--- src/rtl/pipe_ctrl_pkg.sv ---
// Shared definitions for the pipeline stall/flush sequencer.
//   state_e       : memory-wait FSM encoding (RUN / WAIT / ERR)
//   stage_ctrl_t  : bundle of per-stage enables and bubble/flush strobes
//   CTRL_*        : the fixed control patterns chosen by the output mux
//   REG_X0        : hard-wired zero register, never a real hazard source
package pipe_ctrl_pkg;

    typedef enum logic [1:0] {
        ST_RUN  = 2'd0,
        ST_WAIT = 2'd1,
        ST_ERR  = 2'd2
    } state_e;

    typedef struct packed {
        logic pc_write;
        logic ifid_write;
        logic ifid_flush;
        logic idex_write;
        logic idex_bubble;
        logic exmem_write;
        logic memwb_bubble;
    } stage_ctrl_t;

    // Everything held, nothing injected: used while reset is asserted.
    localparam stage_ctrl_t CTRL_NOP    = '{1'b0, 1'b0, 1'b0, 1'b0, 1'b0, 1'b0, 1'b0};
    // Whole front end frozen; MEM/WB gets a NOP so WB does not retire twice.
    localparam stage_ctrl_t CTRL_FREEZE = '{1'b0, 1'b0, 1'b0, 1'b0, 1'b0, 1'b0, 1'b1};
    // Redirect: load the new PC, squash the two wrong-path instructions.
    localparam stage_ctrl_t CTRL_BRANCH = '{1'b1, 1'b1, 1'b1, 1'b1, 1'b1, 1'b1, 1'b0};
    // Load-use: hold PC and IF/ID, insert one bubble into EX.
    localparam stage_ctrl_t CTRL_LU     = '{1'b0, 1'b0, 1'b0, 1'b1, 1'b1, 1'b1, 1'b0};
    // Normal flow.
    localparam stage_ctrl_t CTRL_NONE   = '{1'b1, 1'b1, 1'b0, 1'b1, 1'b0, 1'b1, 1'b0};

    localparam logic [4:0] REG_X0 = 5'd0;

endpackage

--- src/rtl/load_use_detect.sv ---
// Combinational load-use hazard detector.
// Flags when the instruction in EX is a load whose destination (non-zero)
// is read by the instruction currently in ID.
//   id_rs1_i / id_rs2_i           : ID source register numbers
//   id_rs1_used_i / id_rs2_used_i : the corresponding source is really read
//   ex_rd_i                       : EX destination register
//   ex_mem_read_i                 : EX instruction is a load
//   lu_o                          : load-use hazard this cycle
module load_use_detect
    import pipe_ctrl_pkg::*;
(
    input  logic [4:0] id_rs1_i,
    input  logic [4:0] id_rs2_i,
    input  logic       id_rs1_used_i,
    input  logic       id_rs2_used_i,
    input  logic [4:0] ex_rd_i,
    input  logic       ex_mem_read_i,
    output logic       lu_o
);

    logic rs1_hit;
    logic rs2_hit;

    assign rs1_hit = id_rs1_used_i && (id_rs1_i == ex_rd_i);
    assign rs2_hit = id_rs2_used_i && (id_rs2_i == ex_rd_i);
    assign lu_o    = ex_mem_read_i && (ex_rd_i != REG_X0) && (rs1_hit || rs2_hit);

endmodule

--- src/rtl/pipeline_stall_ctrl.sv ---
// Central stall/flush sequencer for the 5-stage pipeline.
// Merges three hazard sources (memory freeze > taken branch > load-use) into
// per-stage write enables and bubble/flush strobes, all combinational from
// the current FSM state and inputs.  Also keeps three saturating performance
// counters and a sticky memory-timeout error.
//   clk_i, rst_i (async, active low)
//   ID_Rs1/ID_Rs2/ID_Rs1_used/ID_Rs2_used, EX_Rd, EX_MemRead : load-use inputs
//   EX_BranchTaken                                           : PC redirect
//   MEM_MemAccess, dmem_ack_i / dmem_req_o                   : data memory handshake
//   PCWrite, IFID_Write, IFID_Flush, IDEX_Write, IDEX_Bubble,
//   EXMEM_Write, MEMWB_Bubble                                : stage controls
//   err_o                                                    : sticky timeout
//   stall_cnt_o / flush_cnt_o / mstall_cnt_o                 : perf counters
module pipeline_stall_ctrl
    import pipe_ctrl_pkg::*;
#(
    parameter int TIMEOUT = 64,
    parameter int CNT_W   = 16
) (
    input  logic             clk_i,
    input  logic             rst_i,
    input  logic [4:0]       ID_Rs1,
    input  logic [4:0]       ID_Rs2,
    input  logic             ID_Rs1_used,
    input  logic             ID_Rs2_used,
    input  logic [4:0]       EX_Rd,
    input  logic             EX_MemRead,
    input  logic             EX_BranchTaken,
    input  logic             MEM_MemAccess,
    input  logic             dmem_ack_i,
    output logic             dmem_req_o,
    output logic             PCWrite,
    output logic             IFID_Write,
    output logic             IFID_Flush,
    output logic             IDEX_Write,
    output logic             IDEX_Bubble,
    output logic             EXMEM_Write,
    output logic             MEMWB_Bubble,
    output logic             err_o,
    output logic [CNT_W-1:0] stall_cnt_o,
    output logic [CNT_W-1:0] flush_cnt_o,
    output logic [CNT_W-1:0] mstall_cnt_o
);

    localparam int WC_W = $clog2(TIMEOUT);

    state_e            state_q, state_d;
    logic [WC_W-1:0]   wait_cnt_q, wait_cnt_d;
    logic              freeze;
    logic              req;
    logic              lu;
    logic              sel_branch;
    logic              sel_lu;
    stage_ctrl_t       ctrl;

    load_use_detect u_lu (
        .id_rs1_i      (ID_Rs1),
        .id_rs2_i      (ID_Rs2),
        .id_rs1_used_i (ID_Rs1_used),
        .id_rs2_used_i (ID_Rs2_used),
        .ex_rd_i       (EX_Rd),
        .ex_mem_read_i (EX_MemRead),
        .lu_o          (lu)
    );

    // ------------------------------------------------------------------
    // Memory-wait FSM
    // ------------------------------------------------------------------
    always_ff @(posedge clk_i or negedge rst_i) begin
        if (!rst_i) begin
            state_q    <= ST_RUN;
            wait_cnt_q <= '0;
        end else begin
            state_q    <= state_d;
            wait_cnt_q <= wait_cnt_d;
        end
    end

    always_comb begin
        state_d    = state_q;
        wait_cnt_d = wait_cnt_q;
        freeze     = 1'b0;
        req        = 1'b0;
        case (state_q)
            ST_RUN: begin
                req = MEM_MemAccess;
                if (MEM_MemAccess && !dmem_ack_i) begin
                    freeze     = 1'b1;
                    state_d    = ST_WAIT;
                    wait_cnt_d = WC_W'(1);
                end
            end
            ST_WAIT: begin
                // The request stays up until acked even if MEM_MemAccess drops,
                // since the pipeline is frozen on this access.
                req = 1'b1;
                if (dmem_ack_i) begin
                    state_d    = ST_RUN;
                    wait_cnt_d = '0;
                end else begin
                    freeze = 1'b1;
                    if (wait_cnt_q == WC_W'(TIMEOUT - 1)) begin
                        state_d = ST_ERR;
                    end else begin
                        wait_cnt_d = wait_cnt_q + WC_W'(1);
                    end
                end
            end
            ST_ERR: begin
                // Dead until reset; a late ack is deliberately ignored.
                freeze = 1'b1;
            end
            default: begin
                state_d    = ST_RUN;
                wait_cnt_d = '0;
            end
        endcase
    end

    // ------------------------------------------------------------------
    // Output mux: freeze > branch > load-use > normal
    // ------------------------------------------------------------------
    assign sel_branch = !freeze && EX_BranchTaken;
    assign sel_lu     = !freeze && !EX_BranchTaken && lu;

    always_comb begin
        ctrl = CTRL_NONE;
        if (!rst_i) begin
            ctrl = CTRL_NOP;
        end else if (freeze) begin
            ctrl = CTRL_FREEZE;
        end else if (sel_branch) begin
            ctrl = CTRL_BRANCH;
        end else if (sel_lu) begin
            ctrl = CTRL_LU;
        end
    end

    assign dmem_req_o   = rst_i && req;
    assign PCWrite      = ctrl.pc_write;
    assign IFID_Write   = ctrl.ifid_write;
    assign IFID_Flush   = ctrl.ifid_flush;
    assign IDEX_Write   = ctrl.idex_write;
    assign IDEX_Bubble  = ctrl.idex_bubble;
    assign EXMEM_Write  = ctrl.exmem_write;
    assign MEMWB_Bubble = ctrl.memwb_bubble;
    assign err_o        = (state_q == ST_ERR);

    // ------------------------------------------------------------------
    // Saturating performance counters: [0]=load-use, [1]=flush, [2]=freeze
    // ------------------------------------------------------------------
    logic [2:0] cnt_inc;
    assign cnt_inc = {freeze, sel_branch, sel_lu};

    generate
        for (genvar gi = 0; gi < 3; gi++) begin : gen_cnt
            logic [CNT_W-1:0] cnt_q;
            always_ff @(posedge clk_i or negedge rst_i) begin
                if (!rst_i) begin
                    cnt_q <= '0;
                end else if (cnt_inc[gi] && (cnt_q != {CNT_W{1'b1}})) begin
                    cnt_q <= cnt_q + CNT_W'(1);
                end
            end
        end
    endgenerate

    assign stall_cnt_o  = gen_cnt[0].cnt_q;
    assign flush_cnt_o  = gen_cnt[1].cnt_q;
    assign mstall_cnt_o = gen_cnt[2].cnt_q;

endmodule

--- config.mk ---
export PLATFORM = sky130hd
export DESIGN_NAME = pipeline_stall_ctrl
export DESIGN_NICKNAME = d
export VERILOG_FILES = /design/src/rtl/pipe_ctrl_pkg.sv /design/src/rtl/load_use_detect.sv /design/src/rtl/pipeline_stall_ctrl.sv
export SDC_FILE = /design/constraint.sdc
export NUM_CORES = 1
export LEC_CHECK = 0
export BUFFER_PORTS_ARGS = -buffer_cell sky130_fd_sc_hd__buf_2
export CORE_ASPECT_RATIO = 0.6
export CORE_MARGIN = 5
export CORE_UTILIZATION = 47
export DETAILED_ROUTE_END_ITERATION = 6
export GPL_TIMING_DRIVEN = 0
export MAX_ROUTING_LAYER = met4
export PLACE_DENSITY = 0.76
export SLEW_MARGIN = 30
export SYNTH_ARGS = -nofsm -noshare
export SYNTH_HDL_FRONTEND = slang
export SYNTH_SLANG_ARGS = --single-unit
--- constraint.sdc ---
create_clock -name clk_i -period 1.91 [get_ports clk_i]
set_input_delay 0.191 -clock clk_i [delete_from_list [all_inputs] [get_ports clk_i]]
set_output_delay 0.191 -clock clk_i [all_outputs]
set_load 0.01 [all_outputs]
; Yosys cells after proc, flatten, opt, wreduce, memory -nomap -nowiden
; Index checks and enable logic that the tools add are counted.
; Widths: inputs -> output; s select.
[totals]
reg_bits = 56
input_bits = 23
wordCells = 57
[classes]
n_addsub = 4
n_eq_ne = 11
n_mux = 16
bitwise_logic = 1
reduce_logical = 20
[op_table]
columns = op, count
row1 = $add 16x1->16 const B, 3
row2 = $ne 16x16->1 const B, 3
row3 = $mux 7, 4
row4 = $mux 6, 3
row5 = $pmux 6 s3, 1
row6 = $logic_and 1x1->1, 12
row7 = $eq 5x5->1, 2
row8 = $add 6x1->6 const B, 1
row9 = $eq 6x6->1 const B, 1
row10 = $mux 2, 3
row11 = $ne 3x3->1 const B, 2
row12 = $pmux 2 s3, 1
row13 = $reduce_and 3->1, 2
row14 = $reduce_bool 5->1, 1
row15 = $logic_not 1->1, 3
row16 = $pmux 1 s3, 1
row17 = $eq 2x1->1 const B, 1
row18 = $eq 2x2->1 const B, 1
row19 = $logic_not 2->1, 1
row20 = $mux 1, 2
row21 = $ne 2x2->1 const B, 1
row22 = $pmux 1 s2, 1
row23 = $logic_or 1x1->1, 1
row24 = $not 1->1, 1

; Depth between registers and ports, before layout
; Gate-level depths: netlist of the first run.
[depth]
ltp_word = 11
depth_mapped = 7
mapped_depth_nobuf = 6

; Cells and area by module
; From an unflattened synthesis of the first run, not the netlist that was laid out.
[unflattened]
cells_unflattened = 281
hier_area_um2 = 3026.7
[by_module_without_submodules]
columns = module, instances, cells_per_inst, area_each_um2, seq_area_each_um2
row1 = pipeline_stall_ctrl, 1, 264, 2892.8, 1401.3
row2 = load_use_detect, 1, 17, 133.9, 0.0

; Worst setup path before layout of the first run
; No wires, ideal clock.
[synth_timing]
path_type = flip-flop to flip-flop
start = register gen_cnt[0].cnt_q[0], in the netlist stall_cnt_o[0]
end = register gen_cnt[0].cnt_q[1], in the netlist stall_cnt_o[1]
setup_time_ns = 0.128
arrival_time_ns = 1.778
required_time_ns = 1.782
setup_slack_ns = 0.005
path_stages_with_launch = 8
path_buffers = 1
period_less_slack_ns = 1.905
cell_sequence = dfrtp_1 -> ha_1 -> nand2_1 -> nor4_1 -> nand2b_1 -> buf_2 -> nand3_1 -> mux2_1
[synth_between]
elab_chain_len = 2
elab_cells_between_ends = 3
[synth_lines]
columns = item, line
row1 = start: declaration, pipeline_stall_ctrl.sv:157  ; logic [CNT_W-1:0] cnt_q;
row2 = start signal: assignment, pipeline_stall_ctrl.sv:162  ; cnt_q <= cnt_q + CNT_W'(1);
row3 = branches (longest 2 deep; another with $add 16x1->16), n/a
; Parallel ways; which one is timed is not known.
; A chain may end at the register's enable or synchronous reset.

; Worst setup path in the final report of the first run
[layout_timing]
start = register state_q[0]
end = output PCWrite
[layout_between]
elab_chain_len = 9
elab_cells_between_ends = 12
[layout_lines]
columns = item, line
row1 = start: declaration, pipeline_stall_ctrl.sv:47  ; state_e state_q, state_d;
row2 = start signal: assignment, pipeline_stall_ctrl.sv:74  ; state_q <= state_d;
row3 = "$eq 2x2->1, or another cell as far along", pipeline_stall_ctrl.sv:84  ; case (state_q)
row4 = $pmux 1 s3 *, pipeline_stall_ctrl.sv:84
row5 = $logic_not 1->1, "pipeline_stall_ctrl.sv:123, pipeline_stall_ctrl.sv:124"
row6 = $logic_and 1x1->1 (2 in a row), pipeline_stall_ctrl.sv:124  ; assign sel_lu = !freeze && !EX_BranchTaken && lu;
row7 = $mux 7, pipeline_stall_ctrl.sv:134  ; end else if (sel_lu) begin
row8 = $mux 7, pipeline_stall_ctrl.sv:132  ; end else if (sel_branch) begin
row9 = $mux 7 *, pipeline_stall_ctrl.sv:130  ; end else if (freeze) begin
row10 = $mux 7 *, pipeline_stall_ctrl.sv:128  ; if (!rst_i) begin
row11 = end: declaration, pipeline_stall_ctrl.sv:32  ; output logic PCWrite,
; Mark *: on every way between the ends. The rest lies on a longest branch, timed or not.

==> results of run 1 <==
## power groups by stage
stage               clock network [mW]  registers [mW]  logic (mW)
floorplan                            0            1.68       0.384
global placement                     0            1.63       0.778
detailed placement                   0            1.65       0.803
CTS                              0.642            1.61       0.904
global route                     0.689            1.66        1.06
finish                           0.627            1.62       0.940
## area by class of cell
| type | count | area share (%) |
|---|---|---|
| inverter | 9 | 0.877 |
| buffer | 6 | 1.23 |
| tap | 84 | 2.73 |
| multi-input combinational | 218 | 41.7 |
| timing repair buffer | 103 | 15.0 |
| clock inverter | 1 | 0.130 |
| sequential | 56 | 36.5 |
| clock buffer | 6 | 1.88 |
## worst max-delay path by stage
| stage | end | slack (ns) | cells past startpoint |
|---|---|---|---|
| after global placement | PCWrite | -0.28 | 5 |
| after floorplan | stall_cnt_o[1]$_DFFE_PN0P_ | 0.005 | 7 |
| after CTS | PCWrite | -0.03 | 8 |
| final | PCWrite | -0.03 | 8 |
| after global routing | PCWrite | -0.13 | 8 |
| after detailed placement | stall_cnt_o[1]$_DFFE_PN0P_ | -0.30 | 7 |
## stage by stage
| stage | TNS, ns | util (%) | area (um^2) | setup WS [ns] | hold slack (ns) |
|---|---|---|---|---|---|
| floorplan | 0 | - | 2970 | 0.00480 | -0.105 |
| global placement | -1.13 | 56.7 | 3470 | -0.280 | 0.474 |
| detailed placement | -0.928 | 56.8 | 3470 | -0.301 | 0.306 |
| CTS | -0.0298 | 60.6 | 3700 | -0.0257 | -0.0260 |
| global route | -0.225 | 63.1 | 3850 | -0.131 | 0.00594 |
| finish | -0.0271 | 63.1 | 3850 | -0.0271 | -0.0547 |
## worst max-delay path, stage by stage, from the launching register on
cell and delay (ns):
dfrtp_1 0.39, buf_6 0.13, nor2_4 0.17, o21ai_4 0.10, nor3b_4 0.22, buf_6 0.13
a21oi_2 0.05, buf_4 0.13, buf_2 0.13
## kinds of logic after synthesis
| logic type | synth area share, % |
|---|---|
| buf+inv | 2.78 |
| simple gates | 24.9 |
| xor+xnor | 15.1 |
| fa+ha+maj | 1.69 |
| flops | 47.3 |
| mux | 2.62 |
| compound gates | 5.74 |
## sequential cells by signal (all words and copies together) (netlist names)
signal,flops
state_q,2
mstall_cnt_o,16
stall_cnt_o,16
flush_cnt_o,16
wait_cnt_q,6
## layout by cell type, fill, tap and decap left out, types with 3 or more instances in the layout
cell	instances
buf_2	80
dfrtp_1	52
xnor2_1	38
buf_4	27
nand3_1	25
nand4_1	20
nand2_1	19
nor2_1	18
xor2_1	13
inv_1	9
and3_1	8
mux2_1	6
nor3_1	6
clkbuf_8	5
o21ai_0	4
dfrtp_2	4
a21oi_1	3
nor4_4	3
nand2b_1	3
o21ai_1	3
## timing repair
item	CTS	global route
setup buffers	11	13
resized for setup	18	14
hold endpoints to repair	56	0
pin swaps	6	10
endpoints found under the setup margin	28	28
## layer usage
layer	share of wire (%)	vias to the layer above
met4	0.88	0
met3	4.5	7
li1	-	1248
met1	53	1232
met2	42	57
met5	0	-
==> results.sh, run 1 <==
export IMPL_arrival_ns=1.75
export IMPL_drt_iter0_drc=132
export IMPL_yosys_area_top_type="dfrtp_1"
export IMPL_die_area_mm2=0.00805
export IMPL_initial_core_util_pct=48.5
export IMPL_cts_root_buffer="clkbuf_8"
export IMPL_outcome="finished, violations left"
export IMPL_antenna_found_initial=0
export IMPL_ys_flop_type="dfrtp_1"
export IMPL_die_y_um=71.5
export IMPL_clkLatencyLatePin_ns=0.31
export IMPL_num_io_pins=80
export IMPL_reg2reg_to="stall_cnt_o[1]$_DFFE_PN0P_"
export IMPL_multi_input_area_mm2=0.00161
export IMPL_regArea_mm2=0.00141
export IMPL_post_route_min_period_ns=1.94
export IMPL_port_buffers=79
export IMPL_die_x_um=113
export IMPL_critPathRequiredTime_ns=1.72
export IMPL_violations="hold timing, setup timing"
export IMPL_cp_end_kind="output pin"
export IMPL_final_nets=426
export IMPL_fin_crit_sh_pct=101
export IMPL_syn_num_nets=317
export IMPL_crit_fanout=4
export IMPL_regToRegSetupSlack_ns=0.04
export IMPL_grt_max_degree=61
export IMPL_p_switching_mw=1.12
export IMPL_synth_area_per_cell_um2=10.2
export IMPL_seqPwrFrac_pct=50.9
export IMPL_dp_cells=453
export IMPL_async_reset_ff_share_pct=100
export IMPL_synth_area_mm2=0.00297
export IMPL_antenna_cells=0
export IMPL_power_mw=3.19
export IMPL_p_leak_nw=1.82
export IMPL_ys_seq_elements=56
export IMPL_setup_worst_path_start_class="flop"
export IMPL_post_dp_hpwl_mm=5.11
export IMPL_drive_above_1_share_pct=36.3
export IMPL_hold_viol_final=56
export IMPL_internal_power_mw=2.07
export IMPL_worstMarginPinSlew_ns=0.737
export IMPL_grt_pass1_vias=2404
export IMPL_combPwrFrac_pct=29.5
export IMPL_wl_mm=7.14
export IMPL_overflow=0
export IMPL_yosysWarnings=0
export IMPL_instances_no_fill=483
export IMPL_cts_tree="done"
export IMPL_grtUsageTotal_pct=18.4
export IMPL_use_met3_pct=3.71
export IMPL_vias_per_cell=5.27
export IMPL_routabilityCongestion=0.804
export IMPL_r2r_cells=8
export IMPL_syn_inst=290
export IMPL_post_synth_top_count_cell="dfrtp_1"
export IMPL_maxSlewHeadroom_pct=50.9
export IMPL_switching_share_pct=35.1
export IMPL_ys_types=46
export IMPL_drc=0
export IMPL_busiest_layer="met1"
export IMPL_yosysSeqAreaShare_pct=47.3
export IMPL_vdd_ir_drop_worst_uv=680
export IMPL_synth_area_leaders="dfrtp_1 47%, xnor2_1 11%, nand3_1 4.4%, nand4_1 4.2%, xor2_1 3.8%"
export IMPL_gr_usage_met2_pct=24.7
export IMPL_drtAntennaViolNets=0
export IMPL_power_density_mw_per_mm2=828
export IMPL_finalMaxSlewViolations=0
export IMPL_synthTopCellsByCount="56 x dfrtp_1, 38 x xnor2_1, 26 x nand3_1, 21 x nand2_1, 20 x nand4_1"
export IMPL_wire_per_inst_um=14.8
export IMPL_clk_pin_slew_ns=0.10
export IMPL_hold_class="input pin to async pin"
export IMPL_synth_top_area_share_pct=47.3
export IMPL_clock_power_share_pct=19.6
export IMPL_worst_slack_ns=-0.0271
export IMPL_cts_buffers=5
export IMPL_htreeDepth=2
export IMPL_cts_sinks=56
export IMPL_vias=2544
export IMPL_finalSetupViolCount=1
export IMPL_clock_fmax_mhz=516
export IMPL_clockBufferDepth=2
export IMPL_cp_startpoint="state_q[0]$_DFFE_PN0P_"
export IMPL_rows=22
export IMPL_syn_to_final_growth_pct=30.0
export IMPL_crit_type="flop to output pin"
export IMPL_maxCapViolCount=0
export IMPL_r2r_start="state_q[0]$_DFFE_PN0P_"
export IMPL_finalClockSkew_ns=0.00630
export IMPL_core_area_mm2=0.00611
export IMPL_rsz0062_at_grt="true"
export IMPL_synth_edf_count=0
export IMPL_grt_pass1_wl_mm=11.8
export IMPL_hold_slack_ns=-0.0547
export IMPL_grtUsageMet1_pct=27.9
export IMPL_dr_pass1_iters=4
export IMPL_fillers=547
Note: power is estimated with default switching activity, not from simulation.
==> inputs of run 2 (changes only) <==
--- a/config.mk
+++ b/config.mk
@@ -7,7 +7,7 @@
 export LEC_CHECK = 0
 export BUFFER_PORTS_ARGS = -buffer_cell sky130_fd_sc_hd__buf_2
 export CORE_ASPECT_RATIO = 0.6
-export CORE_MARGIN = 5
+export CORE_MARGIN = 2
 export CORE_UTILIZATION = 47
 export DETAILED_ROUTE_END_ITERATION = 6
 export GPL_TIMING_DRIVEN = 0
==> run 2 against run 1 <==
Net effect: the flow finishes with violations (setup timing); register-to-register slack lost 0.04 ns; setup slack gained 0.019 ns; clock power is 37% higher; global-route usage grew 3.2 points; die area is 13% lower; clock-buffer cell count is 1 higher; first-iteration DRC count increased by 17%; sequential share of layout area fell by 1.1 points; via count is 4.4% higher; combinational power up 9%; cell area rose by 3.1%.
==> results.sh, run 2 (same netlist as run 1, synthesis figures left out) <==
export IMPL_outcome="finished, violations left"
export IMPL_violations="setup timing"
export IMPL_drtAntennaViolNets=0
export IMPL_p_leak_nw=1.88
export IMPL_wl_met3_um=413
export IMPL_finalSetupViolCount=1
export IMPL_regToRegSetupSlack_ns=0
export IMPL_cts_buffers=5
export IMPL_cts_sinks=56
export IMPL_fillers=515
export IMPL_clkLatencyLatePin_ns=0.31
export IMPL_grt_pass1_wl_mm=11.5
export IMPL_reg2reg_to="mstall_cnt_o[7]$_DFFE_PN0P_"
export IMPL_die_area_mm2=0.00698
export IMPL_cts_tree="done"
export IMPL_met1_length_mm=3.78
export IMPL_crit_fanout=6
export IMPL_dr_wl_met2_mm=3.25
export IMPL_holdPathEnd="wait_cnt_q[0]$_DFFE_PN0P_"
export IMPL_vdd_ir_drop_worst_uv=619
export IMPL_grt_pass1_vias=2361
export IMPL_drive_above_1_share_pct=36.3
export IMPL_final_area_mm2=0.00397
export IMPL_antenna_cells=0
export IMPL_core_area_mm2=0.00611
export IMPL_finalClockSkew_ns=0.0112
export IMPL_final_cell_mix="78 x buf_2, 53 x dfrtp_1, 38 x xnor2_1"
export IMPL_wl_mm=7.51
export IMPL_min_delay_start="dmem_ack_i"
export IMPL_port_buffers=79
export IMPL_fin_crit_sh_pct=100
export IMPL_clk_pin_slew_ns=0.10
export IMPL_rows=22
export IMPL_post_route_min_period_ns=1.92
export IMPL_clockBufferDepth=2
export IMPL_grtUsageTotal_pct=21.5
export IMPL_power_mw=3.50
export IMPL_worstMarginPinSlew_ns=0.845
export IMPL_worst_slack_ns=-0.00847
export IMPL_routabilityCongestion=0.797
export IMPL_hold_viol_final=0
export IMPL_dp_cells=453
export IMPL_grt_max_degree=61
export IMPL_setup_worst_path_start_class="flop"
export IMPL_initial_core_util_pct=48.5
export IMPL_htreeDepth=2
export IMPL_crit_type="flop to output pin"
export IMPL_whs_path_depth=3
export IMPL_hold_class="input pin to flop"
export IMPL_arrival_ns=1.73
export IMPL_dp_slack_ns=-0.320
export IMPL_top_layer_used="met4"
export IMPL_maxCapViolCount=0
export IMPL_post_dp_hpwl_mm=5.09
export IMPL_vias_per_cell=5.46
export IMPL_die_y_um=65.5
export IMPL_r2r_start="state_q[1]$_DFFE_PN0P_"
export IMPL_mostFrequentLayoutCell="buf_2"
export IMPL_dr_pass1_iters=4
export IMPL_finalSetupTns_ns=-0.00847
export IMPL_hold_slack_ns=0.198
export IMPL_drc=0
export IMPL_r2r_cells=7
export IMPL_clock_fmax_mhz=521
export IMPL_critPathRequiredTime_ns=1.72
export IMPL_syn_to_final_growth_pct=34.0
export IMPL_finalMaxSlewViolations=0
export IMPL_final_nets=428
export IMPL_drt_iter0_drc=155
export IMPL_fin_util_pct=65.0
export IMPL_cts_root_buffer="clkbuf_8"
export IMPL_instances_no_fill=486
export IMPL_maxSlewHeadroom_pct=43.5
export IMPL_die_x_um=107
export IMPL_overflow=0
export IMPL_power_density_mw_per_mm2=880
export IMPL_antenna_found_initial=0
export IMPL_cp_startpoint="state_q[0]$_DFFE_PN0P_"
export IMPL_placed_cell_area_mm2=0.00347
export IMPL_wire_per_inst_um=15.4
export IMPL_rsz0062_at_grt="true"
export IMPL_num_io_pins=80
export IMPL_cp_end_kind="output pin"
export IMPL_vias=2655
## run 2: cell count changes in the layout (fill, tap and decap cells not counted), sizes merged
cell | before | now
bufinv | 0 | 1
clkbuf | 6 | 8
clkinv | 1 | 0
dlygate4sd3 | 0 | 2
buf | 109 | 108
## run 2: timing repair
item | in CTS | in global routing
endpoints found under the setup margin | 28 | 24
buffers inserted | 9 | 13
gates resized for setup | 19 | 19
pin swaps | 6 | 11
endpoints found under the hold margin | 56 | 18
## run 2: metal layers
layer  up-vias  track usage, %
li1       1256               -
met1      1309            31.3
met2        82            30.4
met3         8            4.76
met4         0            6.01
met5         -               -
## run 2: critical path, cell delays in order, from the launching register on
cell,delay [ns]
dfrtp_1,0.39
buf_6,0.13
nor2_4,0.17
o21ai_4,0.10
nor3b_4,0.22
buf_6,0.13
a21oi_2,0.05
buf_4,0.13
buf_6,0.11
## run 2: how the worst max path moves through the flow
stage                                  to  slack (ns)  cells past startpoint
6_report                          PCWrite      -0.008                      8
5_1_grt                           PCWrite       -0.08                      8
4_1_cts                           PCWrite       -0.04                      7
3_5_place_dp   stall_cnt_o[1]$_DFFE_PN0P_       -0.32                      7
3_3_place_gp   stall_cnt_o[1]$_DFFE_PN0P_       -0.25                      7
2_1_floorplan  stall_cnt_o[1]$_DFFE_PN0P_       0.005                      7
## run 2: cell type report
class / instances / area, um^2 / share of cell area [%]
buffer: 7 / 61.3 / 1.54
inverter: 9 / 33.8 / 0.850
clock inverter: 1 / 30.0 / 0.756
clock buffer: 7 / 96.3 / 2.42
tap: 84 / 105 / 2.64
sequential: 56 / 1410 / 35.4
timing repair buffer: 104 / 624 / 15.7
multi-input combinational: 218 / 1620 / 40.7
## run 2: report_power, final
group | internal [mW] | leakage (nW) | switching, mW
combinational | 0.490 | 1.09 | 0.530
clock | 0.463 | 0.0645 | 0.393
sequential | 1.37 | 0.723 | 0.248
total | 2.33 | 1.88 | 1.17
==> inputs of run 3 (changes only) <==
--- a/config.mk
+++ b/config.mk
@@ -7,11 +7,10 @@
 export LEC_CHECK = 0
 export BUFFER_PORTS_ARGS = -buffer_cell sky130_fd_sc_hd__buf_2
 export CORE_ASPECT_RATIO = 0.6
-export CORE_MARGIN = 2
+export CORE_MARGIN = 5
 export CORE_UTILIZATION = 47
 export DETAILED_ROUTE_END_ITERATION = 6
 export GPL_TIMING_DRIVEN = 0
-export MAX_ROUTING_LAYER = met4
 export PLACE_DENSITY = 0.76
 export SLEW_MARGIN = 30
 export SYNTH_ARGS = -nofsm -noshare
==> run 3 against run 2 <==
Net effect: the run ends with hold timing, setup timing left; via count decreased by 3.7%; total power shrank 8.8%; clock power decreased by 27%; non-clock buffer count is 2 lower; sequential share of layout area up 1.1 points; cell area decreased by 3.0%; sequential power hardly changed; combinational power shrank 8%; critical path type unchanged.
==> results.sh, run 3 (same netlist as run 1, synthesis figures left out) <==
export IMPL_core_area_mm2=0.00611
export IMPL_worst_slack_ns=-0.0242
export IMPL_worstMarginPinSlew_ns=0.740
export IMPL_post_route_min_period_ns=1.93
export IMPL_htreeDepth=2
export IMPL_final_cell_mix="80 x buf_2, 52 x dfrtp_1, 38 x xnor2_1"
export IMPL_cts_tree="done"
export IMPL_rows=22
export IMPL_clock_fmax_mhz=517
export IMPL_gr_usage_met2_pct=24.9
export IMPL_drtAntennaViolNets=0
export IMPL_power_density_mw_per_mm2=828
export IMPL_final_nets=426
export IMPL_dp_cells=453
export IMPL_vdd_ir_drop_worst_uv=676
export IMPL_cp_startpoint="state_q[0]$_DFFE_PN0P_"
export IMPL_dr_pass1_iters=4
export IMPL_grtUsageTotal_pct=17.8
export IMPL_wl_mm=7.13
export IMPL_rsz0062_at_grt="true"
export IMPL_finalMaxSlewViolations=0
export IMPL_routabilityCongestion=0.793
export IMPL_cts_sinks=56
export IMPL_clkLatencyLatePin_ns=0.31
export IMPL_die_x_um=113
export IMPL_drc=0
export IMPL_setup_worst_path_start_class="flop"
export IMPL_cts_root_buffer="clkbuf_8"
export IMPL_maxCapViolCount=0
export IMPL_grtUsageMet1_pct=27.6
export IMPL_r2r_start="state_q[0]$_DFFE_PN0P_"
export IMPL_cts_buffers=5
export IMPL_vias_per_cell=5.29
export IMPL_syn_to_final_growth_pct=30.0
export IMPL_hold_slack_ns=-0.0597
export IMPL_clk_pin_slew_ns=0.09
export IMPL_p_leak_nw=1.82
export IMPL_num_io_pins=80
export IMPL_fin_crit_sh_pct=101
export IMPL_use_met3_pct=3.97
export IMPL_drive_above_1_share_pct=36.3
export IMPL_grt_pass1_wl_mm=11.8
export IMPL_reg2reg_to="stall_cnt_o[1]$_DFFE_PN0P_"
export IMPL_initial_core_util_pct=48.5
export IMPL_power_mw=3.19
export IMPL_vias=2556
export IMPL_crit_fanout=4
export IMPL_busiest_layer="met1"
export IMPL_die_y_um=71.5
export IMPL_fillers=547
export IMPL_critPathRequiredTime_ns=1.72
export IMPL_crit_end="PCWrite"
export IMPL_overflow=0
export IMPL_mostFrequentLayoutCell="buf_2"
export IMPL_grt_pass1_vias=2407
export IMPL_finalSetupTns_ns=-0.0242
export IMPL_arrival_ns=1.74
export IMPL_grt_max_degree=61
export IMPL_outcome="finished, violations left"
export IMPL_regToRegSetupSlack_ns=0.05
export IMPL_cp_end_kind="output pin"
export IMPL_wire_per_inst_um=14.8
export IMPL_finalSetupViolCount=1
export IMPL_hold_class="input pin to async pin"
export IMPL_finalClockSkew_ns=0.00515
export IMPL_crit_type="flop to output pin"
export IMPL_drt_iter0_drc=109
export IMPL_instances_no_fill=483
export IMPL_clockBufferDepth=2
export IMPL_maxSlewHeadroom_pct=50.7
export IMPL_post_dp_hpwl_mm=5.11
export IMPL_die_area_mm2=0.00805
export IMPL_antenna_found_initial=0
export IMPL_antenna_cells=0
export IMPL_hold_viol_final=56
export IMPL_violations="hold timing, setup timing"
export IMPL_r2r_cells=8
export IMPL_port_buffers=79
-- run 3: stage by stage --
step	cell area (um^2)	worst slack, ns	utilization [%]
after floorplan	2970	0.00480	-
after global placement	3470	-0.280	56.7
after detailed placement	3470	-0.301	56.8
final	3850	-0.0242	63.1
after CTS	3700	-0.0257	60.6
after global routing	3850	-0.131	63.1
-- run 3: worst max-delay path: stages, from the launching register on --
cell,delay (ns)
dfrtp_1,0.39
buf_6,0.13
nor2_4,0.17
o21ai_4,0.10
nor3b_4,0.21
buf_6,0.13
a21oi_2,0.05
buf_4,0.13
buf_2,0.13
-- run 3: worst min-delay path by stage --
stage,from,to,slack [ns],cells after the start
after global routing,rst_i,flush_cnt_o[6]$_DFFE_PN0P_,0.006,1
final,rst_i,mstall_cnt_o[6]$_DFFE_PN0P_,-0.06,1
after CTS,rst_i,stall_cnt_o[5]$_DFFE_PN0P_,-0.03,1
after floorplan,rst_i,flush_cnt_o[0]$_DFFE_PN0P_,-0.10,0
after global placement,mstall_cnt_o[13]$_DFFE_PN0P_,mstall_cnt_o[13]$_DFFE_PN0P_,0.47,1
after detailed placement,rst_i,mstall_cnt_o[3]$_DFFE_PN0P_,0.31,1
-- run 3: report_power, final --
group          switching, mW  internal, mW
registers              0.251          1.37
logic                  0.491         0.448
clock network          0.376         0.251
-- run 3: what timing repair did --
| action | 4_1_cts | 5_1_grt |
|---|---|---|
| hold endpoints to repair | 56 | 0 |
| pin swaps | 6 | 10 |
| setup endpoints to repair | 28 | 28 |
| setup buffers | 11 | 13 |
| gates resized for setup | 18 | 14 |
-- run 3: cell type report --
cell class | instances | area, um^2 | area share, %
Multi-Input combinational cell | 218 | 1610 | 41.7
Sequential cell | 56 | 1410 | 36.5
Timing Repair Buffer | 103 | 578 | 15.0
Tap cell | 84 | 105 | 2.73
Clock buffer | 6 | 72.6 | 1.88
Buffer | 6 | 47.5 | 1.23
Inverter | 9 | 33.8 | 0.877
Clock inverter | 1 | 5.00 | 0.130
-- run 3: metal layers --
metal | vias to the layer above | share of wire (%)
met3 | 7 | 4.8
met4 | 0 | 0.88
met5 | - | 0
li1 | 1248 | -
met2 | 58 | 42
met1 | 1243 | 52
